File: config.mk
export PLATFORM = sky130hd
export DESIGN_NAME = dmem_access_ctrl
export DESIGN_NICKNAME = d
export VERILOG_FILES = /design/src/rtl/dmem_access_ctrl.sv
export SDC_FILE = /design/constraint.sdc
export NUM_CORES = 1
export LEC_CHECK = 0
export CORE_MARGIN = 2
export CORE_UTILIZATION = 45
export DETAILED_ROUTE_END_ITERATION = 12
export PLACE_DENSITY_LB_ADDON = 0.15
export SYNTH_ARGS = -nofsm -noshare
export SYNTH_HDL_FRONTEND = slang
export SYNTH_SLANG_ARGS = --single-unit
File: constraint.sdc
create_clock -name clk -period 2.98 [get_ports clk]
set_input_delay 0.596 -clock clk [delete_from_list [all_inputs] [get_ports clk]]
set_output_delay 0.596 -clock clk [all_outputs]
set_load 0.005 [all_outputs]
File: src/rtl/dmem_access_ctrl.sv
// Memory-stage sequencer: drives the data memory's level-sensitive strobes in setup/strobe phases,
// extends byte loads and turns byte stores into read-modify-write. Optional: DMEM_ALIGN_CHECK_EN.
module dmem_access_ctrl #(
  parameter int ADDR_W    = 16,
  parameter int DATA_W    = 16,
  parameter int MEM_BYTES = 32
) (
  input  logic              clk,
  input  logic              rst_n,
  input  logic              req_valid,
  output logic              req_ready,
  input  logic              req_we,
  input  logic              req_byte,
  input  logic              req_sext,
  input  logic [ADDR_W-1:0] req_addr,
  input  logic [DATA_W-1:0] req_wdata,
  output logic [ADDR_W-1:0] mem_address,
  output logic              mem_MemRd,
  output logic              mem_MemWr,
  output logic              mem_LB,
  output logic [DATA_W-1:0] mem_data_in,
  input  logic [DATA_W-1:0] mem_data_out,
  output logic              resp_valid,
  input  logic              resp_ready,
  output logic [DATA_W-1:0] resp_rdata,
  output logic              resp_err
);

  typedef enum logic [2:0] {
    IDLE, RD_SETUP, RD_STB, RD_CAP, WR_SETUP, WR_STB, RESP
  } state_t;

  localparam logic [ADDR_W:0] MEM_LIMIT = (ADDR_W+1)'(MEM_BYTES);

  state_t            state;
  logic              we_q, byte_q, sext_q;
  logic [7:0]        wbyte_q;
  logic [DATA_W-1:0] cap_q;
  logic [ADDR_W:0]   addr_end;
  logic              addr_err;

  function automatic logic [DATA_W-1:0] load_extend(input logic [DATA_W-1:0] d,
                                                    input logic byt, input logic sext);
    logic signed [7:0]        lane;
    logic signed [DATA_W-1:0] wide;
    lane = d[7:0];
    wide = lane;
    if (!byt)     return d;
    else if (sext) return wide;
    else          return {{(DATA_W-8){1'b0}}, d[7:0]};
  endfunction

  function automatic logic [DATA_W-1:0] rmw_merge(input logic [DATA_W-1:0] old_word,
                                                  input logic [7:0] new_byte);
    return {old_word[DATA_W-1:8], new_byte};
  endfunction

  assign req_ready = (state == IDLE);

  // The memory always touches addr+1, so byte accesses share the word range limit.
  always_comb begin
    addr_end = {1'b0, req_addr} + {{ADDR_W{1'b0}}, 1'b1};
    addr_err = (addr_end >= MEM_LIMIT);
`ifdef DMEM_ALIGN_CHECK_EN
    if (!req_byte && req_addr[0]) addr_err = 1'b1;
`endif
  end

  always_ff @(posedge clk or negedge rst_n) begin
    if (!rst_n) begin
      state       <= IDLE;
      mem_address <= '0;
      mem_MemRd   <= 1'b0;
      mem_MemWr   <= 1'b0;
      mem_LB      <= 1'b0;
      mem_data_in <= '0;
      resp_valid  <= 1'b0;
      resp_rdata  <= '0;
      resp_err    <= 1'b0;
    end else begin
      case (state)
        IDLE: if (req_valid) begin
          if (addr_err) begin
            state      <= RESP;
            resp_valid <= 1'b1;
            resp_err   <= 1'b1;
            resp_rdata <= '0;
          end else if (!req_we || req_byte) begin
            state       <= RD_SETUP;
            mem_address <= req_addr;
            mem_LB      <= req_byte & ~req_we;
          end else begin
            state       <= WR_SETUP;
            mem_address <= req_addr;
            mem_data_in <= req_wdata;
            mem_LB      <= 1'b0;
          end
        end
        RD_SETUP: begin
          mem_MemRd <= 1'b1;
          state     <= RD_STB;
        end
        RD_STB: begin
          mem_MemRd <= 1'b0;
          state     <= RD_CAP;
        end
        RD_CAP: begin
          mem_LB <= 1'b0;
          if (we_q) begin
            mem_data_in <= rmw_merge(cap_q, wbyte_q);
            state       <= WR_SETUP;
          end else begin
            resp_valid <= 1'b1;
            resp_err   <= 1'b0;
            resp_rdata <= load_extend(cap_q, byte_q, sext_q);
            state      <= RESP;
          end
        end
        WR_SETUP: begin
          mem_MemWr <= 1'b1;
          state     <= WR_STB;
        end
        WR_STB: begin
          mem_MemWr  <= 1'b0;
          resp_valid <= 1'b1;
          resp_err   <= 1'b0;
          resp_rdata <= '0;
          state      <= RESP;
        end
        RESP: if (resp_ready) begin
          resp_valid <= 1'b0;
          resp_err   <= 1'b0;
          resp_rdata <= '0;
          state      <= IDLE;
        end
        default: state <= IDLE;
      endcase
    end
  end

  // Read data is sampled on the edge that ends the strobe, while the memory still drives it.
  always_ff @(posedge clk) begin
    if (req_valid && req_ready) begin
      we_q    <= req_we;
      byte_q  <= req_byte;
      sext_q  <= req_sext;
      wbyte_q <= req_wdata[7:0];
    end
    if (state == RD_STB) cap_q <= mem_data_out;
  end

endmodule

After elaboration in Yosys (flattened, before gate mapping)
Cells that the tools add are included.

Flip-flop bits (word level): 83. Input port bits: 55. Output and inout port bits: 54. Word-level logic and storage cells: 76.

Add/subtract/negate cells: 1. Order comparisons: 1. Equality and inequality tests: 13. Muxes and demuxes: 31. Bitwise gates (word level): 3. Reductions and logical operators: 13.

Operators with widths (count): 16-bit 2-to-1 mux (10); 16-bit one-hot mux with 4 select lines (1); 16-bit one-hot mux with 2 select lines (1); 3-bit one-hot mux with 7 select lines (1); 16-bit by 1-bit adder with 17-bit output, second input constant (1); 17-bit by 6-bit greater-or-equal comparator with 1-bit output, second input constant (1); 3-bit 2-to-1 mux (4); 2-bit != test, second input constant (6); 5-bit AND reduction (2); 3-bit equality test, second input constant (3); 1-bit 2-to-1 mux (8); 1-bit one-hot mux with 4 select lines (2); 3-bit by 2-bit equality test with 1-bit output, second input constant (2); 1-bit one-hot mux with 2 select lines (3); 3-bit AND reduction (2); 2-bit nonzero test (3); 4-bit nonzero test (1); 3-bit by 1-bit equality test with 1-bit output, second input constant (1); 3-bit zero test (1); 2-bit 2-to-1 mux (1); 2-bit by 1-bit != test with 1-bit output, second input constant (1); 1-bit inverter (2); 2-bit AND reduction (1); 1-bit AND (1); 3 further kinds (3).

Depth between registers and ports, before layout
Word-level depth: 6. Depth in mapped cells: 8. Gate-level depth less buffers: 5.

Worst setup path after synthesis
No wires, ideal clock.

Path kind: flip-flop to flip-flop. Start point: register state[2]. End point: register cap_q[0], enable pin. Setup time: 0.409 ns. Data arrival time: 1.865 ns. Data required time: 2.571 ns. Path slack: 0.706 ns. Stages on the path, launching flop included: 4. Buffers on the path: 2. Clock period less this slack: 2.274 ns. Cells stage by stage: dfrtp_1 buf_6 clkbuf_1 nor3_1.

Word-level cells in the longest chain between the ends: 1.

RTL lines: from (decl) (line 35) `state_t state;`; from (signal assigned) (line 71) `state <= IDLE;`; from (signal assigned) (line 84) `state <= RESP;`; from (signal assigned) (line 89) `state <= RD_SETUP;`; 3-bit by 2-bit equality test with 1-bit output (line 149) `if (state == RD_STB) cap_q <= mem_data_out;`; to (signal assigned) (line 149); to (decl) (line 38) `logic [DATA_W-1:0] cap_q;`.

Every way passes these cells. A chain may end at the register's enable or synchronous reset.

Final worst setup path
Start point: register state[2]. End point: output port req_ready.

Word-level cells in the longest chain between the ends: 1.

RTL lines: 3-bit zero test (line 58) `assign req_ready = (state == IDLE);`; to (decl) (line 11) `output logic req_ready,`.

Every way passes these cells.

==> results.cfg <==
[clock_tree]
cts.clk_slew.worst_paths_ps = 80
cts_hold_buf = 0
clkSinkCount = 83
worst_skew_pair.late_latency_ps = 340
htree_num_levels = 3
cts-root-buf = clkbuf_8
cts_tree = built
clk_path_buf_depth = 2
cts-resized-gates = 0
cts_buffers = 9
postCtsSetupBuffers = 0

[sta]
slew_violations = 0
rsz0062_at_grt = false
period_minus_slack_ps = 2450
finalHoldViolations = 0
fmax_mhz = 408.1
tns_ps = 0
worst_slew_pin_slew_ps = 838.4
period_share = 0.8222
setup_viol = 0
max_slew_margin = 0.4368
clock-skew-final_ps = 6.006

[final_layout]
utilization = 0.6692
diodes = 0
fillers = 533
multi_input_area_um2 = 902.1
instances_no_fill = 439
drive_gt1_frac = 0.09038
final_cell_mix = 107 x clkdlybuf4s50_1, 56 x dfrtp_1, 27 x edfxtp_1, 24 x a22o_1, 18 x a21o_1
nNetsFinal = 393
syn_to_final_growth_pct = 43.07
postLayoutCellArea_mm2 = 0.004572
regArea_mm2 = 0.002212
mostFrequentLayoutCell = clkdlybuf4s50_1

[floorplanning]
io_pins = 109
initial_core_util = 0.4678
die_y_um = 88.27
core-area_mm2 = 0.006832
dieArea_mm2 = 0.007792
rows = 30
die_x_um = 88.27

[synth]
ys_async_sr_fraction = 0.6747
synth_seq_cells = 83
syn_inst = 222
yosysTopAreaCell = dfrtp_1
syn_nets = 277
synth_top_flop_cell = dfrtp_1
synthTopCellsByArea = dfrtp_1 44%, edfxtp_1 25%, a22o_1 6.6%
yosysSeqAreaShare = 0.6922
synth_edf_count = 27
yosys_warnings = 0
netlist.area_leader.share = 0.4385
syn_area_per_cell_um2 = 14.39
netlist_area_mm2 = 0.003196
ys_types = 36

[routing]
avgViaCountPerCell = 4.984
wirelength_mm = 6.628
num_vias = 2188
antenna_left = 0
wl_per_cell_um = 15.10
firstDrtPassIters = 4
drc_errors = 0
drt-initial-drc-count = 91

[place]
portBuffers = 108
dp_hpwl_mm = 4.829
gp_congestion = 0.7719
placed_cells = 423
post_dp_cell_area_mm2 = 0.004385

[setup_path]
cp-end-kind = output pin
reg2reg_slack_ps = 970
crit_path_max_fanout = 15
worst-setup-path-type = flop to output pin
worstPathBufferInverterCount = 1
cp-start-kind = flop
crit_family = buffers and inverters
max_stage_delay_ps = 590
cp.required_ps = 2380
critical_path_arrival_ps = 1850
crit_chain = nor3_1 > clkdlybuf4s50_1
slowest_stage = clkdlybuf4s50_1

[run]
max_cap_violations = 0

[global_route]
grt_usage = 0.1815
grt_pass1_wl_mm = 10.65
grt_overflow = 0
grt_max_degree = 24
antenna_found_initial = 0
grt_pass1_vias = 2196

[run_status]
outcome = complete, no violations

[power_and_ir_drop]
power.total_w = 0.003651
peakVddDrop_v = 0.0004157
p_leak_nw = 1.991
power_density_mw_per_mm2 = 798.6

[min_path]
hp-class = input port to async pin
-- sequential cells by signal, summed over array words and instances (netlist names) --
register and cells:
byte_q 1, cap_q 16, mem_LB 1, mem_MemRd 1
mem_MemWr 1, mem_address 16, mem_data_in 16, resp_err 1
resp_rdata 16, resp_valid 1, sext_q 1, state 3
wbyte_q 8, we_q 1
-- where the power goes --
group	total, W	switching [W]	internal, W	leakage [nW]
clock	0.000766	0.000360	0.000406	0.0927
combinational	0.00112	0.000438	0.000679	0.907
sequential	0.00177	0.000245	0.00152	0.991
total	0.00365	0.00104	0.00261	1.99
-- cell type report --
class	instances	area share
clock buffers	13	0.03257
inverters	4	0.003284
well taps	96	0.02627
clock inverters	3	0.008210
flip-flops and latches	83	0.4839
repair buffers	116	0.2485
multi-input cells	124	0.1973
-- synth_stat cells (2+ instances only) --
cell type	number
o2bb2ai_1	9
and2b_1	9
a21oi_1	2
nor2b_1	2
nor3_1	4
nor2_1	16
dfrtp_1	56
nor4_1	2
inv_1	3
nand3_1	3
buf_2	5
mux2_2	5
o21ai_0	5
nand3b_1	2
buf_6	3
a21o_1	18
nand2b_1	3
edfxtp_1	27
nand2_1	8
a22o_1	24
-- through the flow --
step | hold slack [ps] | setup WS (ps)
floorplan | 300.4 | 706.0
global placement | 445.8 | 527.7
detailed placement | 458.7 | 461.9
CTS | 220.3 | 525.2
global route | 231.6 | 372.4
finish | 217.9 | 529.8
-- logic make-up (layout without fill, tap and decap cells) --
logic type             count (synthesis)  count (layout)  synth area share
AOI/OAI and AO/OA                     65              65            0.1613
buffers and inverters                 15             136           0.02701
DFF                                   83              83            0.6922
muxes                                  5               5           0.01762
and+or+nand+nor                       54              54            0.1018
-- worst register-to-register path: stages, from the launching register on --
cell and delay [ps]:
dfrtp_1 570, nor4b_4 380, inv_2 100, nor4_4 360
buf_4 280, a22o_1 170, a21o_1 90
-- routing by layer --
metal  vias up  global-route usage  wire length [um]  share of wire
met2        74              0.2789              3120           0.47
li1       1057                   -                 -              -
met3         4             0.07743               588          0.089
met4         0             0.03857                31         0.0047
met1      1053              0.2442              2887           0.44
met5         -                   0                 0              0
-- worst paths after layout --
path / startpoint / to / depth (start not counted)
min reg2reg: cap_q[5]$_DFFE_PP_ / resp_rdata[5]$_DFFE_PN0P_ / 1
max: state[2]$_DFFE_PN0P_ / req_ready / 2
min in group clk: cap_q[5]$_DFFE_PP_ / resp_rdata[5]$_DFFE_PN0P_ / 1
max in group asynchronous: rst_n / mem_MemRd$_DFFE_PN0P_ / 2
min: rst_n / mem_data_in[1]$_DFFE_PN0P_ / 1
max reg2reg: state[2]$_DFFE_PN0P_ / mem_data_in[4]$_DFFE_PN0P_ / 6
(Power assumes the default switching activity.)
==> edit: new RTL, config.mk and constraints unchanged <==
Re-encode `state_t` (7 states) as one-hot, 7 bits wide.
--- a/src/rtl/dmem_access_ctrl.sv
+++ b/src/rtl/dmem_access_ctrl.sv
@@ -26,8 +26,8 @@
   output logic              resp_err
 );
 
-  typedef enum logic [2:0] {
-    IDLE, RD_SETUP, RD_STB, RD_CAP, WR_SETUP, WR_STB, RESP
+  typedef enum logic [6:0] {
+    IDLE = 7'b0000001, RD_SETUP = 7'b0000010, RD_STB = 7'b0000100, RD_CAP = 7'b0001000, WR_SETUP = 7'b0010000, WR_STB = 7'b0100000, RESP = 7'b1000000
   } state_t;
 
   localparam logic [ADDR_W:0] MEM_LIMIT = (ADDR_W+1)'(MEM_BYTES);
Function: no difference found for any inputs over 4 cycles, from zero or initial values and one cycle with rst_n low; so few cycles prove little.
==> edit against the unedited design <==
  * Design area rose by 9.9%
  * Sequential cell count rose by 4
  * Die area rose by 11%
  * Critical path depth rose by 2
  * Count of clock-buffer cells in the layout fell by 3
  * Clock skew rose by 1.4 ps
  * Setup slack got worse by 320 ps
  * Synthesized area rose by 11%
  * Wire length rose by 21%
  * Register-to-register slack got worse by 270 ps
  * Critical path type unchanged
  * Largest cell class unchanged
Power is not compared: it rests on default switching activity, and its combinational part moved more than twofold at a synthesized area within 25%.
==> edit: results (changes against the unedited design) <==
Critical R2R Launch -> state[1]
Max FO, Critical Path -> 8 (-7)
Critical Path Slowest Stage Cell -> clkdlybuf4s50_1
Cell accounting for the most synthesized area -> dfrtp_1
Setup Fix Bufs, Post-CTS -> 0 (unchanged)
Share of layout cells above drive strength 1 -> 0.140 (+0.0497)
Crit path largest cell delay -> 560 ps (-30 ps)
Largest net degree at the start of global routing -> 35 (+46%)
Placed Instance Area -> 4820 sq um (+10%)
Worst-Margin Slew -> 645 ps (-194 ps)
GR Util All Layers -> 0.198 (+0.0169)
Top cells by count, synth -> nand2_1 (60), dfrtp_1 (59), edfxtp_1 (27)
Yosys cell types -> 45 (+25%)
DRT iter0 DRCs -> 82 (-9.9%)
FF-to-FF End -> mem_data_in[5]
Reg-to-reg slack, setup -> 700 ps (-270 ps)
Synth top area cells -> dfrtp_1 (42%), edfxtp_1 (23%), nand2_1 (6.3%)
Top Family by Delay on Critical Path -> simple AND/OR/NAND/NOR gates
PostCTS Resize Cnt -> 0 (unchanged)
Avg WL per Cell -> 15.7 um (+4.1%)
# nets final -> 457 (+16%)
Min-delay worst type -> primary input to asynchronous set/reset pin
Sequential fraction of the synthesis area -> 0.651 (-0.0412)
Syn_nets -> 337 (+22%)
Final HPWL DP -> 5.75 mm (+19%)
Crit path DAT -> 2170 ps (+320 ps)
DR vias -> 2534 (+16%)
GP Congestion -> 0.799 (+3.5%)
Net Sw Frac -> 0.267
Asr flop ratio synth -> 0.690 (+0.0150)
Sequential share of power -> 0.517
Vias in the first global route -> 2625 (+20%)
Pre-CTS WS -> 437 ps (-25.2 ps)
Status -> completed
First-pass GRT wire length -> 13.5 mm (+26%)
Worst Skew -> 7.40 ps (+1.39 ps)
==> edit: cell count changes after synthesis, moves of 3 or more <==
cell / change
nand2_1: +52
inv_1: +10
nor4b_1: +4
nor2b_1: +12
mux2_2: +7
clkbuf_1: +4
mux2i_1: +7
buf_2: -4
dfrtp_1: +3
and2b_1: -9
a22o_1: -23
a21o_1: -17
mux2_4: +9
==> edit: area by class of cell <==
type	count	area, sq um
Sequential cell	87	2310
Clock inverter	6	67.6
Tap cell	102	128
Timing Repair Buffer	118	1180
Clock buffer	10	128
Fill cell	629	2660
Multi-Input combinational cell	173	1160
Inverter	13	48.8
==> edit: stage by stage <==
step                      cells  hold slack (ps)  power (mW)
after floorplan             282              300        1.60
after global placement      493              464        1.81
after detailed placement    493              476        1.82
after CTS                   509              294        2.63
after global routing        509              318        2.74
final                       509              276        2.61
==> edit: worst max path at each step <==
| stage | startpoint | endpoint | slack (ps) | depth (start not counted) |
|---|---|---|---|---|
| floorplan | state[5] | cap_q[0] | 660 | 3 |
| detailed placement | req_addr[2] | mem_data_in[10] | 440 | 7 |
| global route | state[3] | req_ready | 50 | 4 |
| finish | state[3] | req_ready | 210 | 4 |
| CTS | state[5] | req_ready | 40 | 4 |
| global placement | state[5] | req_ready | 480 | 4 |
==> edit: routing by layer <==
metal,global-route usage,up-vias,part of all wire
met3,0.0480,6,0.050
met2,0.315,70,0.50
met5,0,-,0
li1,-,1212,-
met4,0.0490,0,0.0076
met1,0.277,1246,0.45
==> edit: logic make-up (layout without fill, tap and decap cells) <==
group | count (synthesis) | count (layout) | synth area share
mux | 28 | 28 | 0.0958
flops | 87 | 87 | 0.651
buf+inv | 22 | 147 | 0.0278
xor+xnor | 1 | 1 | 0.00247
compound gates | 27 | 27 | 0.0592
simple gates | 117 | 117 | 0.164
